File: src/rtl/err_alert_pkg.sv
// Shared types for the error alert controller.
//   alert_state_e : ALERT_n sequencing states
//   evt_entry_t   : one event FIFO entry {fatal, src_id}; src_id is sized for
//                   the largest supported source count (32) and narrowed at the top.
package err_alert_pkg;

    localparam int MAX_SRC_ID_W           = 5;
    localparam int DEF_ALERT_PULSE_CYCLES = 16;
    localparam int DEF_ALERT_GAP_CYCLES   = 4;

    typedef enum logic [1:0] {
        IDLE   = 2'd0,
        ASSERT = 2'd1,
        GAP    = 2'd2,
        FATAL  = 2'd3
    } alert_state_e;

    typedef struct packed {
        logic                    fatal;
        logic [MAX_SRC_ID_W-1:0] src_id;
    } evt_entry_t;

endpackage

File: src/rtl/err_evt_fifo.sv
// Synchronous event FIFO (no bypass: a pushed entry is visible the cycle after).
//   clk, rst_n : clock, asynchronous active-low reset (pointers/count only)
//   push/wr_data : write request and entry; ignored when full
//   pop          : read request; ignored when empty
//   rd_data      : head entry (undefined when empty)
//   full, empty, count : occupancy status
module err_evt_fifo
    import err_alert_pkg::*;
#(
    parameter int DEPTH = 8
) (
    input  logic                       clk,
    input  logic                       rst_n,
    input  logic                       push,
    input  evt_entry_t                 wr_data,
    input  logic                       pop,
    output evt_entry_t                 rd_data,
    output logic                       full,
    output logic                       empty,
    output logic [$clog2(DEPTH):0]     count
);

    localparam int PTR_W = $clog2(DEPTH);
    localparam int CNT_W = PTR_W + 1;

    evt_entry_t       mem [DEPTH];
    logic [PTR_W-1:0] wr_ptr;
    logic [PTR_W-1:0] rd_ptr;
    logic             push_ok;
    logic             pop_ok;

    assign full    = (count == CNT_W'(DEPTH));
    assign empty   = (count == '0);
    assign push_ok = push & ~full;
    assign pop_ok  = pop & ~empty;
    assign rd_data = mem[rd_ptr];

    // Storage carries data only, so it is left out of reset.
    always_ff @(posedge clk) begin
        if (push_ok) begin
            mem[wr_ptr] <= wr_data;
        end
    end

    always_ff @(posedge clk or negedge rst_n) begin
        if (!rst_n) begin
            wr_ptr <= '0;
            rd_ptr <= '0;
            count  <= '0;
        end else begin
            if (push_ok) wr_ptr <= wr_ptr + PTR_W'(1);
            if (pop_ok)  rd_ptr <= rd_ptr + PTR_W'(1);
            case ({push_ok, pop_ok})
                2'b10:   count <= count + CNT_W'(1);
                2'b01:   count <= count - CNT_W'(1);
                default: count <= count;
            endcase
        end
    end

endmodule

File: src/rtl/error_alert_ctrl.sv
// Error alert controller: captures per-source interrupt pulses into a pending
// set, pushes the lowest pending source into an event FIFO each cycle, keeps a
// W1C sticky status and a saturating lost-event counter, and sequences the
// active-low ALERT_n pin (bounded pulses, fatal hold until acknowledged).
//   irq_in/src_fatal/irq_mask : interrupt pulses, fatal qualifier, mask
//   evt_valid/evt_ready/evt_src_id/evt_fatal/fifo_count : host event port
//   sticky_status/sts_clr     : sticky capture status, write-1-to-clear
//   lost_count                : coalesced events, saturating at 255
//   fatal_ack/alert_n/alert_busy : ALERT pin control
module error_alert_ctrl
    import err_alert_pkg::*;
#(
    parameter int NUM_SOURCES        = 8,
    parameter int FIFO_DEPTH         = 8,
    parameter int ALERT_PULSE_CYCLES = DEF_ALERT_PULSE_CYCLES,
    parameter int ALERT_GAP_CYCLES   = DEF_ALERT_GAP_CYCLES
) (
    input  logic                             clk,
    input  logic                             rst_n,
    input  logic                             enable,
    input  logic [NUM_SOURCES-1:0]           irq_in,
    input  logic [NUM_SOURCES-1:0]           src_fatal,
    input  logic [NUM_SOURCES-1:0]           irq_mask,
    output logic                             evt_valid,
    input  logic                             evt_ready,
    output logic [$clog2(NUM_SOURCES)-1:0]   evt_src_id,
    output logic                             evt_fatal,
    output logic [$clog2(FIFO_DEPTH):0]      fifo_count,
    output logic [NUM_SOURCES-1:0]           sticky_status,
    input  logic [NUM_SOURCES-1:0]           sts_clr,
    output logic [7:0]                       lost_count,
    input  logic                             fatal_ack,
    output logic                             alert_n,
    output logic                             alert_busy
);

    localparam int SRC_W   = $clog2(NUM_SOURCES);
    localparam int TMR_MAX = (ALERT_PULSE_CYCLES > ALERT_GAP_CYCLES) ?
                             ALERT_PULSE_CYCLES : ALERT_GAP_CYCLES;
    localparam int TMR_W   = $clog2(TMR_MAX + 1);

    function automatic logic [5:0] popcount(input logic [NUM_SOURCES-1:0] v);
        logic [5:0] n;
        n = '0;
        for (int i = 0; i < NUM_SOURCES; i++) begin
            n = n + 6'(v[i]);
        end
        return n;
    endfunction

    function automatic logic [7:0] sat_add8(input logic [7:0] a, input logic [5:0] b);
        logic [8:0] s;
        s = {1'b0, a} + {3'b000, b};
        return s[8] ? 8'hFF : s[7:0];
    endfunction

    logic [NUM_SOURCES-1:0] cap;
    logic [NUM_SOURCES-1:0] pending;
    logic [NUM_SOURCES-1:0] pending_fatal;
    logic [NUM_SOURCES-1:0] push_onehot;
    logic [NUM_SOURCES-1:0] coalesce;
    logic [SRC_W-1:0]       push_idx;
    logic                   push_en;
    logic                   fatal_push;
    logic                   fifo_full;
    logic                   fifo_empty;
    evt_entry_t             push_entry;
    evt_entry_t             head_entry;
    logic [MAX_SRC_ID_W-1:0] unused_head_src;

    alert_state_e           state, state_nxt;
    logic [TMR_W-1:0]       tmr, tmr_nxt;
    logic                   alert_req, alert_req_nxt;
    logic                   fatal_req, fatal_req_nxt;
    logic                   alert_clr;
    logic                   ack_clr;

    // ---- capture / arbitration ----
    assign cap = enable ? (irq_in & ~irq_mask) : '0;

    always_comb begin
        push_idx = '0;
        for (int i = NUM_SOURCES - 1; i >= 0; i--) begin
            if (pending[i]) push_idx = SRC_W'(i);
        end
    end

    assign push_en           = enable & (|pending) & ~fifo_full;
    assign push_onehot       = push_en ? (NUM_SOURCES'(1) << push_idx) : '0;
    // A capture on the source being pushed this cycle simply re-arms it.
    assign coalesce          = cap & pending & ~push_onehot;
    assign push_entry.fatal  = pending_fatal[push_idx];
    assign push_entry.src_id = MAX_SRC_ID_W'(push_idx);
    assign fatal_push        = push_en & push_entry.fatal;

    always_ff @(posedge clk or negedge rst_n) begin
        if (!rst_n) begin
            pending       <= '0;
            pending_fatal <= '0;
            sticky_status <= '0;
            lost_count    <= '0;
        end else begin
            pending       <= (pending & ~push_onehot) | cap;
            pending_fatal <= (pending_fatal & ~push_onehot) | (cap & src_fatal);
            sticky_status <= (sticky_status & ~sts_clr) | cap;
            lost_count    <= sat_add8(lost_count, popcount(coalesce));
        end
    end

    // ---- event FIFO / host port ----
    err_evt_fifo #(
        .DEPTH (FIFO_DEPTH)
    ) u_fifo (
        .clk     (clk),
        .rst_n   (rst_n),
        .push    (push_en),
        .wr_data (push_entry),
        .pop     (evt_ready),
        .rd_data (head_entry),
        .full    (fifo_full),
        .empty   (fifo_empty),
        .count   (fifo_count)
    );

    assign unused_head_src = head_entry.src_id;
    assign evt_valid  = ~fifo_empty;
    assign evt_src_id = fifo_empty ? '0 : head_entry.src_id[SRC_W-1:0];
    assign evt_fatal  = fifo_empty ? 1'b0 : head_entry.fatal;

    // ---- ALERT_n sequencer ----
    always_comb begin
        state_nxt = state;
        tmr_nxt   = tmr;
        alert_clr = 1'b0;
        ack_clr   = 1'b0;
        case (state)
            IDLE: begin
                if (fatal_req) begin
                    state_nxt = FATAL;
                end else if (alert_req) begin
                    state_nxt = ASSERT;
                    tmr_nxt   = TMR_W'(ALERT_PULSE_CYCLES - 1);
                    alert_clr = 1'b1;
                end
            end
            ASSERT: begin
                if (fatal_req) begin
                    state_nxt = FATAL;
                end else if (tmr == '0) begin
                    state_nxt = GAP;
                    tmr_nxt   = TMR_W'(ALERT_GAP_CYCLES - 1);
                end else begin
                    tmr_nxt = tmr - TMR_W'(1);
                end
            end
            GAP: begin
                if (fatal_req) begin
                    state_nxt = FATAL;
                end else if (tmr == '0) begin
                    state_nxt = IDLE;
                end else begin
                    tmr_nxt = tmr - TMR_W'(1);
                end
            end
            FATAL: begin
                if (fatal_ack) begin
                    state_nxt = GAP;
                    tmr_nxt   = TMR_W'(ALERT_GAP_CYCLES - 1);
                    ack_clr   = 1'b1;
                end
            end
            default: state_nxt = IDLE;
        endcase

        // A push in the same cycle the FSM consumes alert_req still queues a pulse;
        // the acknowledge wipes everything raised while the pin was held.
        alert_req_nxt = ack_clr ? 1'b0 : ((alert_req & ~alert_clr) | push_en);
        fatal_req_nxt = ack_clr ? 1'b0 : (fatal_req | fatal_push);
    end

    always_ff @(posedge clk or negedge rst_n) begin
        if (!rst_n) begin
            state     <= IDLE;
            tmr       <= '0;
            alert_req <= 1'b0;
            fatal_req <= 1'b0;
            alert_n   <= 1'b1;
        end else begin
            state     <= state_nxt;
            tmr       <= tmr_nxt;
            alert_req <= alert_req_nxt;
            fatal_req <= fatal_req_nxt;
            alert_n   <= ~((state_nxt == ASSERT) || (state_nxt == FATAL));
        end
    end

    assign alert_busy = (state != IDLE);

endmodule

File: config.mk
export PLATFORM = sky130hd
export DESIGN_NAME = error_alert_ctrl
export DESIGN_NICKNAME = d
export VERILOG_FILES = /design/src/rtl/err_alert_pkg.sv /design/src/rtl/err_evt_fifo.sv /design/src/rtl/error_alert_ctrl.sv
export SDC_FILE = /design/constraint.sdc
export NUM_CORES = 1
export LEC_CHECK = 0
export BUFFER_PORTS_ARGS = -buffer_cell sky130_fd_sc_hd__buf_2
export CORE_ASPECT_RATIO = 0.75
export CORE_UTILIZATION = 53
export DETAILED_ROUTE_END_ITERATION = 8
export MAX_ROUTING_LAYER = met4
export PLACE_DENSITY = 0.77
export SLEW_MARGIN = 20
export SYNTH_ARGS = -nofsm -noshare
export SYNTH_HDL_FRONTEND = slang
export SYNTH_HIERARCHICAL = 1
export SYNTH_SLANG_ARGS = --single-unit
export TNS_END_PERCENT = 30
File: constraint.sdc
create_clock -name clk -period 4.9 [get_ports clk]
set_input_delay 0.49 -clock clk [delete_from_list [all_inputs] [get_ports clk]]
set_output_delay 0.49 -clock clk [all_outputs]
set_load 0.02 [all_outputs]
# After elaboration in Yosys (flattened, before gate mapping)
# Memories as Yosys holds them, arrays and structs flattened.
# Cells that the tools add are included.
dict set report op_classes {
  add_sub_neg 13
  magnitude_cmp 1
  n_eq_ne 14
  shifts 1
  n_mux 41
  bitwise_logic 25
  n_reduce_logical 8
}
# op n
set op_table {}
lappend op_table {{$and A8 B8 Y8} 7}
lappend op_table {{$mux W5} 7}
lappend op_table {{$mux W3} 9}
lappend op_table {{$mux W8} 3}
lappend op_table {{$not A8 Y8} 3}
lappend op_table {{$or A8 B8 Y8} 3}
lappend op_table {{$pmux W5 S4} 1}
lappend op_table {{$mux W2} 7}
lappend op_table {{$add A6 B1 Y6} 2}
lappend op_table {{$ne A2 B2 Y1 const B} 6}
lappend op_table {{$mux W1} 11}
lappend op_table {{$add A8 B6 Y9} 1}
lappend op_table {{$eq A2 B2 Y1 const B} 4}
lappend op_table {{$pmux W2 S4} 1}
lappend op_table {{$pmux W4 S2} 1}
lappend op_table {{$reduce_or A8 Y1} 1}
lappend op_table {{$shl A1 B3 Y8 const A} 1}
lappend op_table {{$add A3 B1 Y3 const B} 2}
lappend op_table {{$add A5 B1 Y6} 1}
lappend op_table {{$and A1 B1 Y1} 6}
lappend op_table {{$eq A2 B1 Y1 const B} 3}
lappend op_table {{$reduce_and A6 Y1} 1}
lappend op_table {{$add A4 B1 Y5} 1}
lappend op_table {{$logic_not A5 Y1} 1}
lappend op_table {{other kinds (15)} 20}
dict set report word_totals {
  ff_bits 52
  mem_bits_rw 32
  wordCells 116
  n_memories 1
}
# memory depth word_bits read_ports rd_clocked_by_memory_dff write_ports line
set memory_table {}
lappend memory_table {u_fifo.mem 8 4 1 0 1 err_evt_fifo.sv:26} ;# evt_entry_t mem [DEPTH];

# Logic depth before layout (Yosys ltp)
# Gate-level depths: netlist of the first run.
dict set report depth {
  depth_word 21
  mapped_depth 17
}

# Hierarchy
# The synthesis of the first run kept the hierarchy.
# module instances cells_each area_per_inst_um2 seq_area_each_um2
set modules_own_cells {}
lappend modules_own_cells {err_evt_fifo 1 136 2501.1 1691.6}
lappend modules_own_cells {error_alert_ctrl 1 258 2451.1 1052.3}

# Worst setup path after synthesis of the first run
# OpenSTA, ideal clock, no wires.
dict set report synth_path {
  path_kind {flip-flop to flip-flop}
  startpoint {reg u_fifo.count[0]}
  endpoint {reg lost_count[5]}
  setup_ps 125
  arrival_time_ps 4858
  required_time_ps 4775
  path_slack_ps -83
  stages_incl_launch_ff 18
  path_buffers 0
  synth_period_minus_slack_ps 4983
  cell_sequence {dfrtp_1 or4b_4 inv_1 or4b_4 nand2_1 nor2_1 fa_1 inv_1 fa_1 inv_1 fa_1 fa_1 fa_1 a21o_1 a21oi_2 nand4bb_1 nand2_1 mux2_2}
}
dict set report synth_via {
  elab_chain_cells 15
}
# element line
set synth_lines {}
lappend synth_lines {{start: declaration} err_evt_fifo.sv:20} ;# output logic [$clog2(DEPTH):0] count
lappend synth_lines {{start signal: assignment} err_evt_fifo.sv:54} ;# 2'b10: count <= count + CNT_W'(1);
lappend synth_lines {{start signal: assignment} err_evt_fifo.sv:55} ;# 2'b01: count <= count - CNT_W'(1);
lappend synth_lines {{start signal: assignment} err_evt_fifo.sv:56} ;# default: count <= count;
lappend synth_lines {{$eq A4 B4 Y1 (*)} err_evt_fifo.sv:32} ;# assign full = (count == CNT_W'(DEPTH));
lappend synth_lines {{net fifo_full} error_alert_ctrl.sv:65} ;# logic fifo_full;
lappend synth_lines {{$not A1 Y1 (*)} error_alert_ctrl.sv:88} ;# assign push_en = enable & (|pending) & ~fifo_full;
lappend synth_lines {{$and A1 B1 Y1 (*)} error_alert_ctrl.sv:88}
lappend synth_lines {{$mux W8 (*)} error_alert_ctrl.sv:89} ;# assign push_onehot = push_en ? (NUM_SOURCES'(1) << push_idx) : '0;
lappend synth_lines {{$not A8 Y8 (*)} error_alert_ctrl.sv:91} ;# assign coalesce = cap & pending & ~push_onehot;
lappend synth_lines {{$and A8 B8 Y8 (*)} error_alert_ctrl.sv:91}
lappend synth_lines {{$add A1 B1 Y2} error_alert_ctrl.sv:46} ;# n = n + 6'(v[i]);
lappend synth_lines {{$add A2 B1 Y3} error_alert_ctrl.sv:46}
lappend synth_lines {{$add A3 B1 Y4} error_alert_ctrl.sv:46}
lappend synth_lines {{$add A4 B1 Y5} error_alert_ctrl.sv:46}
lappend synth_lines {{$add A5 B1 Y6} error_alert_ctrl.sv:46}
lappend synth_lines {{$add A6 B1 Y6} error_alert_ctrl.sv:46}
lappend synth_lines {{$add A6 B1 Y6 (*)} error_alert_ctrl.sv:46}
lappend synth_lines {{$add A8 B6 Y9 (*)} error_alert_ctrl.sv:53} ;# s = {1'b0, a} + {3'b000, b};
lappend synth_lines {{$mux W8 (*)} error_alert_ctrl.sv:54} ;# return s[8] ? 8'hFF : s[7:0];
lappend synth_lines {{end signal: assignment} error_alert_ctrl.sv:106} ;# lost_count <= sat_add8(lost_count, popcount(coalesce));
lappend synth_lines {{end: declaration} error_alert_ctrl.sv:31} ;# output logic [7:0] lost_count,
# The timed path passes the listed nets; every way through them passes the cells marked *.
# A chain may end at the register's enable or synchronous reset.

# Worst setup path after layout of the first run
dict set report layout_path {
  startpoint {reg u_fifo.count[3]}
  endpoint {reg lost_count[5]}
}
# Same word-level chain as after synthesis.

==> results of run 1 <==
## critical path: stages (launching register included)
cell and delay, ps:
dfrtp_2 400, or4b_4 230, inv_1 70, or4b_4 490
nand2_1 100, nor2_1 60, fa_1 480, inv_1 60
fa_1 530, inv_1 60, fa_1 480, fa_2 390
fa_2 360, a21o_1 190, a21oi_2 160, nand4bb_4 180
nand2_1 70, mux2_2 260
## stage by stage
stage	cell area, µm²	total power (µW)	utilization, %	hold slack, ps
6_report	5100	2990	64.4	231
2_1_floorplan	4360	2030	-	194
3_3_place_gp	4820	2310	60.9	459
5_1_grt	5100	3200	64.4	281
4_1_cts	5090	3010	64.3	247
3_5_place_dp	4820	2360	60.9	465
## per-layer routing
layer	GRT usage [%]	vias up	wire length (µm)
met5	-	-	0
met4	6.58	0	93
met3	6.41	12	479
met2	33.4	97	3960
met1	29.9	1480	3960
li1	-	1478	-
## how the worst max path moves through the flow
stage / slack, ps / to / from
3_3_place_gp: 150 / lost_count[5] / u_fifo/count[3]
4_1_cts: 20 / lost_count[5] / u_fifo/count[3]
5_1_grt: 5 / lost_count[5] / u_fifo/count[3]
3_5_place_dp: 50 / lost_count[5] / u_fifo/count[3]
2_1_floorplan: 5 / lost_count[5] / u_fifo/count[1]
6_report: 190 / lost_count[5] / u_fifo/count[3]
## report_power, final
part / internal [µW] / total (µW) / switching, µW
Combinational: 529 / 1170 / 641
Sequential: 967 / 1190 / 218
Clock: 391 / 636 / 246
## timing repair
action | 4_1_cts | 5_1_grt
endpoints found under the setup margin | 0 | 4
resized for setup | 0 | 2
hold buffers | 0 | 0
setup buffers | 0 | 1
endpoints found under the hold margin | 0 | 0
## flip-flops by register name (all words and copies together) (netlist names)
signal         count
lost_count         8
state              2
pending_fatal      8
fatal_req          1
u_fifo/mem        32
u_fifo/count       4
sticky_status      8
u_fifo/rd_ptr      3
u_fifo/wr_ptr      3
tmr                5
alert_req          1
pending            8
alert_n            1
## cell type report
class / instances / area [µm²] / area share (%)
sequential: 84 / 2270 / 44.4
clock inverter: 6 / 136 / 2.67
inverter: 29 / 109 / 2.13
clock buffer: 10 / 128 / 2.50
timing repair buffer: 74 / 398 / 7.80
tap: 105 / 131 / 2.58
multi-input combinational: 247 / 1930 / 37.9
==> summary.txt, run 1 <==
clk_skew: 11.0 ps
number of H-tree branching levels: 3
Rows: 28
Worst Path Max Fanout: 5
core area: 0.00792 mm²
Post-DP HPWL: 6190 µm
yosys warns: 6
I/O Pins: 64
number of CTS-inserted buffers: 9
most common cell after layout, fill and taps aside: buf_2
Die Area: 0.00856 mm²
Initial Util: 54.8%
DR DRC count: 0
crit end category: flop
Routability Congestion: 0.792
CTS tree: done
share of layout cells above drive strength 1: 27.1%
Placed Cells: 538
Die Span Y: 80.4 µm
clk buf depth: 2
Syn Area/Cell: 11.7 µm²
syn_nets: 426
Worst Slack Setup Final: 192 ps
first-pass GRT wire length: 14000 µm
remaining antenna violation count: 0
clk slew on worst S/H paths: 90 ps
dpl ws: 45.7 ps
Final setup violation count: 0
Cells after Synth: 371
vias per cell: 5.53
fmax: 212 MHz
Tcrit/Tclk final: 96.1%
vias: 3067
number of antenna violations at the first check in global routing: 0
fin crit period: 4710 ps
PwrDens: 587 mW/mm²
Slew @ Worst Pin: 925 ps
Final Hold Fails: 0
Leak: 0.00227 µW
Die W: 106 µm
Mapped Area: 0.00434 mm²
Layout Nets: 500
router iterations before antenna repair: 4
Critical R2R Launch: u_fifo/count[3]
Root Driver: clkbuf_8
R2R Setup Slk: 190 ps
CTS Sinks: 84
crit path launch type: flop
initial DRC count: 135
worst min path class: in -> async
Worst Reg2Reg Path Length in Cells: 17
vias in the first global route: 2932
Slew Limit Headroom: 37.8%
most frequent cells in the layout: 63 x buf_2, 49 x dfrtp_1, 38 x nand2_1
fin. max-slew vios: 0
Port Buffers: 63
Routed WL per cell: 15.3 µm
Final Non-Filler Cells: 555
total wire length: 8490 µm
Reg-to-Reg End: lost_count[5]
Critical Path AT: 4950 ps
Setup TNS Final: 0 ps
clk_lat worst skew: 360 ps
largest net degree at the start of global routing: 53
Layout fillers: 618
status: finished, final reports clean
unrepaired setup endpoints after global routing: no
diode count: 0
worst endpoint required time: 5140 ps
P&R area growth vs syn: 17.5%
kind of critical path: reg -> reg
# Max-Cap Violations: 0
Max IR drop VDD: 0.303 mV
GR Overflow Total: 0
Tot GR Track Use: 22.4%
No activity file was read; power rests on OpenSTA's default activity.
==> run 2: changes to the inputs <==
==> config.mk (replaced) <==
export PLATFORM = sky130hd
export DESIGN_NAME = error_alert_ctrl
export DESIGN_NICKNAME = d
export VERILOG_FILES = /design/src/rtl/err_alert_pkg.sv /design/src/rtl/err_evt_fifo.sv /design/src/rtl/error_alert_ctrl.sv
export SDC_FILE = /design/constraint.sdc
export NUM_CORES = 1
export LEC_CHECK = 0
export BUFFER_PORTS_ARGS = -buffer_cell sky130_fd_sc_hd__buf_4
export CORE_ASPECT_RATIO = 0.75
export CORE_UTILIZATION = 51
export DETAILED_ROUTE_END_ITERATION = 8
export MAX_ROUTING_LAYER = met4
export PLACE_DENSITY = 0.75
export SLEW_MARGIN = 20
export SYNTH_ARGS = -nofsm -noshare
export SYNTH_HDL_FRONTEND = slang
export SYNTH_SLANG_ARGS = --single-unit
export TNS_END_PERCENT = 30
==> run 2 against run 1 <==
Effect of this change:
- die area increased by 0.50%
- non-clock buffer count decreased by 4
- via count decreased by 4.1%
- sequential power about the same
- register-to-register slack improved by 70 ps
- combinational power decreased by 3%
- global-route usage decreased by 0.62 points
- final cell count decreased by 4.3%
- utilization decreased by 1.0 points
==> summary.txt, run 2 <==
status: finished, final reports clean
worst min path class: in -> async
# Max-Cap Violations: 0
Syn Area/Cell: 11.9 µm²
largest family of logic cells by synthesized area: simple AND/OR/NAND/NOR gates
vias per cell: 5.54
Crit. Startpoint: pending[1]
Synth area leaders: dfrtp_1 30%, edfxtp_1 23%, mux4_2 4.3%
clk slew on worst S/H paths: 90 ps
Slew Limit Headroom: 43.9%
Worst Reg2Reg Path Length in Cells: 16
count leader, synth: dfrtp_1
number of H-tree branching levels: 3
share of layout cells above drive strength 1: 27.2%
Rows: 28
largest net degree at the start of global routing: 53
initial DRC count: 205
core area: 0.00792 mm²
Worst Path Max Fanout: 4
Slew @ Worst Pin: 834 ps
R2R Setup Slk: 260 ps
diode count: 0
P&R area growth vs syn: 19.6%
clk_skew: 9.12 ps
Post-Synth Simple-Gate Area: 14.4%
Mapped Area: 0.00420 mm²
Initial Util: 53.0%
Routability Congestion: 0.860
Leak: 0.00223 µW
clk_lat worst skew: 350 ps
DR DRC count: 0
first-pass GRT wire length: 13800 µm
crit path launch type: flop
Critical Path AT: 4880 ps
fin crit period: 4640 ps
Biggest register: u_fifo.mem
Die W: 107 µm
unrepaired setup endpoints after global routing: no
FF+latch area: 0.00226 mm²
Adder-Cell Fraction of Synth Area: 6.44%
Layout Nets: 476
CTS tree: done
Critical R2R Launch: pending[1]
crit end category: flop
PwrDens: 579 mW/mm²
Synth Area in Compound Gates: 11.7%
router iterations before antenna repair: 4
Tcrit/Tclk final: 94.7%
Post-CTS Hold Buffers: 0
remaining antenna violation count: 0
clk buf depth: 2
Placed Cells: 515
Post-synth EDFFs: 32
fin. max-slew vios: 0
Layout fillers: 644
Cells after Synth: 352
Multi-input gate area: 0.00175 mm²
dominant cell type by area after synthesis: dfrtp_1
CTS Sinks: 84
yosys warns: 0
Primary FF master, synth: dfrtp_1
Reg-to-Reg End: lost_count[5]
I/O Pins: 64
Final Hold Fails: 0
Worst Slack Setup Final: 259 ps
Post-DP HPWL: 6010 µm
fmax: 215 MHz
total wire length: 8010 µm
synth cell count leaders: 51 x dfrtp_1, 32 x edfxtp_1, 30 x inv_1, 30 x nand2_1, 25 x nor2_1
syn_nets: 407
async set or reset register ratio after synthesis: 61.9%
Final Non-Filler Cells: 531
vias in the first global route: 2947
Seq/Total Area, Yosys: 53.9%
Port Buffers: 63
max reg flops: 32
post-synthesis mux area share: 6.83%
CP Capture Point: lost_count[5]
Die Span Y: 80.6 µm
number of CTS-inserted buffers: 9
worst endpoint required time: 5140 ps
Routed WL per cell: 15.1 µm
Final setup violation count: 0
count of cell types in the netlist: 62
GR Overflow Total: 0
vias: 2941
most frequent cells in the layout: 70 x buf_4, 51 x dfrtp_1, 32 x edfxtp_1
Tot GR Track Use: 21.7%
most common cell after layout, fill and taps aside: buf_4
xor-xnor portion of the synthesized cell area: 2.30%
number of antenna violations at the first check in global routing: 0
Post-Route Utilization: 63.4%
dpl ws: 217 ps
area share of the largest cell type after synthesis: 30.4%
Max IR drop VDD: 0.300 mV
Die Area: 0.00860 mm²
Root Driver: clkbuf_8
Setup TNS Final: 0 ps
kind of critical path: reg -> reg
post-synthesis register bit count: 84
[run 2: kinds of logic after synthesis]
kind of cell	Yosys count
DFF	84
and+or+nand+nor	105
adders and majority gates	18
muxes	18
AOI/OAI and AO/OA	73
xor gates and xnor gates	11
buffers and inverters	43
[run 2: cell type report]
type,count,area share [%]
Clock buffer,9,2.47
Tap cell,105,2.62
Sequential cell,84,45.1
Timing Repair Buffer,70,10.5
Inverter,31,2.32
Multi-Input combinational cell,225,34.9
Clock inverter,7,2.12
[run 2: timing repair]
item | CTS | global route
setup endpoints to repair | 0 | 1
setup buffers | 0 | 0
resized for setup | 0 | 1
endpoints found under the hold margin | 0 | 0
[run 2: worst max-delay path, cell delays in order, from the launching register on]
cell	delay (ps)
dfrtp_1	380
or2_2	340
or2_2	340
nand2_1	90
nor2_1	80
fa_1	490
inv_1	60
fa_1	520
inv_1	50
fa_1	500
fa_1	480
fa_2	370
a21o_1	160
a21oi_1	170
nand4bb_1	180
nand2_1	70
mux2_2	250
[run 2: power by group]
group          total [µW]  internal (µW)  switching [µW]
combinational        1130            544             583
sequential           1220            971             249
clock                 558            296             262
[run 2: worst min path at each step]
stage,startpoint,end,slack (ps),cells after the start
finish,rst_n,u_fifo.rd_ptr[0],160,1
floorplan,rst_n,alert_req,190,0
global route,rst_n,pending[2],210,1
global placement,sticky_status[4],sticky_status[4],460,1
detailed placement,sticky_status[7],sticky_status[7],470,1
CTS,rst_n,u_fifo.rd_ptr[0],180,1
[run 2: routing by layer]
metal	up-vias	part of all wire, %	GRT usage (%)
met4	0	1.2	7.40
met5	-	0	-
met3	12	6.8	4.46
met2	106	45	33.2
li1	1403	-	-
met1	1420	47	29.2
[run 2: through the flow]
stage	power, µW	hold slack (ps)	area (µm²)
finish	2900	157	5020
global route	3120	213	5020
CTS	2930	176	5020
detailed placement	2360	474	4790
global placement	2320	463	4790
floorplan	2010	194	4200
==> run 3: changes to the inputs <==
--- a/config.mk
+++ b/config.mk
@@ -5,6 +5,7 @@
 export SDC_FILE = /design/constraint.sdc
 export NUM_CORES = 1
 export LEC_CHECK = 0
+export ABC_AREA = 1
 export BUFFER_PORTS_ARGS = -buffer_cell sky130_fd_sc_hd__buf_4
 export CORE_ASPECT_RATIO = 0.75
 export CORE_UTILIZATION = 51
==> run 3 against run 2 <==
Effect of this change:
- final cell count is 18% higher
- routed wire length is 6.6% higher
- largest power group is now combinational logic
- critical endpoint is now lost_count[6]
- clock power is 2% higher
- highest routed layer unchanged
==> summary.txt, run 3 <==
CTS tree: done
Crit path top cell by count: fa_1
count of cell types in the netlist: 43
Post-synth EDFFs: 32
Die Span Y: 80.2 µm
share of layout cells above drive strength 1: 20.8%
largest net degree at the start of global routing: 53
post-synthesis register bit count: 84
Post-DP HPWL: 6500 µm
Tot GR Track Use: 22.8%
Mapped Area: 0.00416 mm²
GR Overflow Total: 0
crit path launch type: flop
setup bufs post-CTS: 0
Final Hold Fails: 0
Setup TNS Final: 0 ps
area share of the largest cell type after synthesis: 30.7%
Final setup violation count: 0
worst endpoint required time: 5140 ps
router iterations before antenna repair: 4
vias in the first global route: 2994
clk_lat worst skew: 360 ps
yosys warns: 0
dominant cell type by area after synthesis: dfrtp_1
Tcrit/Tclk final: 93.7%
Routability Congestion: 0.859
Synth Area in Compound Gates: 10.6%
Routed WL per cell: 13.6 µm
initial DRC count: 186
Critical Path AT: 4840 ps
clk buf depth: 2
Root Driver: clkbuf_8
Max IR drop VDD: 0.408 mV
R2R Setup Slk: 310 ps
CP top delay family: adder cells
DR DRC count: 0
Primary FF master, synth: dfrtp_1
kind of critical path: reg -> reg
vias: 3169
Die Area: 0.00853 mm²
P&R area growth vs syn: 20.1%
async set or reset register ratio after synthesis: 61.9%
diode count: 0
status: finished, final reports clean
Seq/Total Area, Yosys: 54.4%
vias per cell: 5.04
remaining antenna violation count: 0
crit-path cells: nor2_2, nand3_1, nand2_2, inv_1, nor2_2, inv_2, nor2_1, nor3_2, fa_1, inv_1, fa_1, inv_1, fa_1, fa_1, fa_1, nand3_1, and2_1, nor4_2, nand2_2, o21ai_0
Critical R2R Launch: pending[4]
fin. max-slew vios: 0
CTS Sinks: 84
Worst Path Max Fanout: 7
most frequent cells in the layout: 72 x nand2_1, 65 x inv_1, 65 x buf_4
xor-xnor portion of the synthesized cell area: 1.47%
Biggest register: u_fifo.mem
PwrDens: 605 mW/mm²
syn_nets: 502
Adder-Cell Fraction of Synth Area: 6.50%
clk_skew: 12.8 ps
Slew @ Worst Pin: 655 ps
Die W: 106 µm
fmax: 218 MHz
Critical Path Stages: 20
unrepaired setup endpoints after global routing: no
number of H-tree branching levels: 3
max reg flops: 32
I/O Pins: 64
largest family of logic cells by synthesized area: simple AND/OR/NAND/NOR gates
Slew Limit Headroom: 56.4%
Rows: 28
most common cell after layout, fill and taps aside: nand2_1
Cells after Synth: 447
Post-Synth Simple-Gate Area: 20.2%
Hold WS: 143 ps
worst min path class: in -> async
core area: 0.00788 mm²
crit end category: flop
clk slew on worst S/H paths: 100 ps
first-pass GRT wire length: 14400 µm
Leak: 0.00237 µW
Layout Nets: 574
count leader, synth: nand2_1
# Max-Cap Violations: 0
Tot Pwr: 3030 µW
Initial Util: 52.8%
Worst Reg2Reg Path Length in Cells: 20
CP Capture Point: lost_count[6]
number of CTS-inserted buffers: 9
DP Area: 0.00476 mm²
total wire length: 8540 µm
Crit. Startpoint: pending[4]
post-synthesis mux area share: 0%
CP max-delay cell: fa_1
WP buf/inv: 4
Reg-to-Reg End: lost_count[6]
synth cell count leaders: 74 x nand2_1, 65 x inv_1, 63 x nor2_1
number of antenna violations at the first check in global routing: 0
Final Cell Area: 0.00500 mm²
fin crit period: 4590 ps
Port Buffers: 63
CP peak stage delay: 530 ps
Synth area leaders: dfrtp_1 31%, edfxtp_1 23%, nand2_1 6.7%
Syn Area/Cell: 9.31 µm²
==> run 3: changes by cell type after synthesis, sizes merged, moves of 6 or more <==
cell,before,now
xnor2,8,2
a21o,9,0
o21ai,26,53
nor2,26,68
nand2,31,78
a21oi,12,6
buf,8,2
mux4,8,0
nand3,4,24
inv,31,70
==> run 3: final cells by class <==
cell class / count / area (µm²)
inverters: 71 / 267
fillers: 645 / 2890
flip-flops and latches: 84 / 2260
clock buffers: 9 / 124
clock inverters: 7 / 106
multi-input cells: 288 / 1620
well taps: 105 / 131
repair buffers: 65 / 488
==> run 3: cell families (layout without fill, tap and decap cells) <==
kind of cell | after synthesis | count (layout)
AND/OR/NAND/NOR | 186 | 186
flip-flops | 84 | 84
AO/OA/AOI/OAI | 77 | 77
buffers and inverters | 75 | 152
adder cells (fa/ha/maj) | 18 | 18
XOR/XNOR | 7 | 7
==> run 3: where the power goes <==
| part | internal, µW | switching (µW) | leakage (µW) |
|---|---|---|---|
| sequential | 990 | 158 | 0.000894 |
| combinational | 488 | 822 | 0.00136 |
| clock | 296 | 271 | 0.000110 |
==> run 3: how the worst min path moves through the flow <==
stage	start	endpoint	slack, ps	depth (start not counted)
2_1_floorplan	rst_n	alert_req	190	0
3_3_place_gp	tmr[2]	tmr[2]	480	2
3_5_place_dp	tmr[2]	tmr[2]	490	2
4_1_cts	rst_n	u_fifo.rd_ptr[1]	160	1
5_1_grt	rst_n	u_fifo.rd_ptr[1]	180	1
6_report	rst_n	u_fifo.rd_ptr[1]	140	1
==> run 3: timing repair <==
item / 4_1_cts / 5_1_grt
hold endpoints to repair: 0 / 0
hold buffers: 0 / 0
gates resized for setup: 0 / 2
setup endpoints to repair: 0 / 7
==> run 3: per-stage QoR <==
stage / instances / util, % / worst slack [ps]
after global placement: 613 / 60.4 / 349
final: 629 / 63.4 / 306
after floorplan: 447 / - / 497
after detailed placement: 613 / 60.4 / 220
after CTS: 629 / 63.3 / 197
after global routing: 629 / 63.4 / 37.6
==> run 3: per-layer routing <==
metal  GRT usage (%)  part of all wire, %
met5               -                    0
met4            5.00                 0.66
met1            32.0                   51
met3            6.17                  5.4
met2            33.2                   43
==> run 3: worst register-to-register path, stage by stage, from the launching register on <==
cell,delay [ps]
dfrtp_1,420
nor2_2,180
nand3_1,130
nand2_2,140
inv_1,80
nor2_2,140
inv_2,70
nor2_1,150
nor3_2,60
fa_1,480
inv_1,60
fa_1,530
inv_1,60
fa_1,510
fa_1,480
fa_1,430
nand3_1,100
and2_1,180
nor4_2,70
nand2_2,120
o21ai_0,100
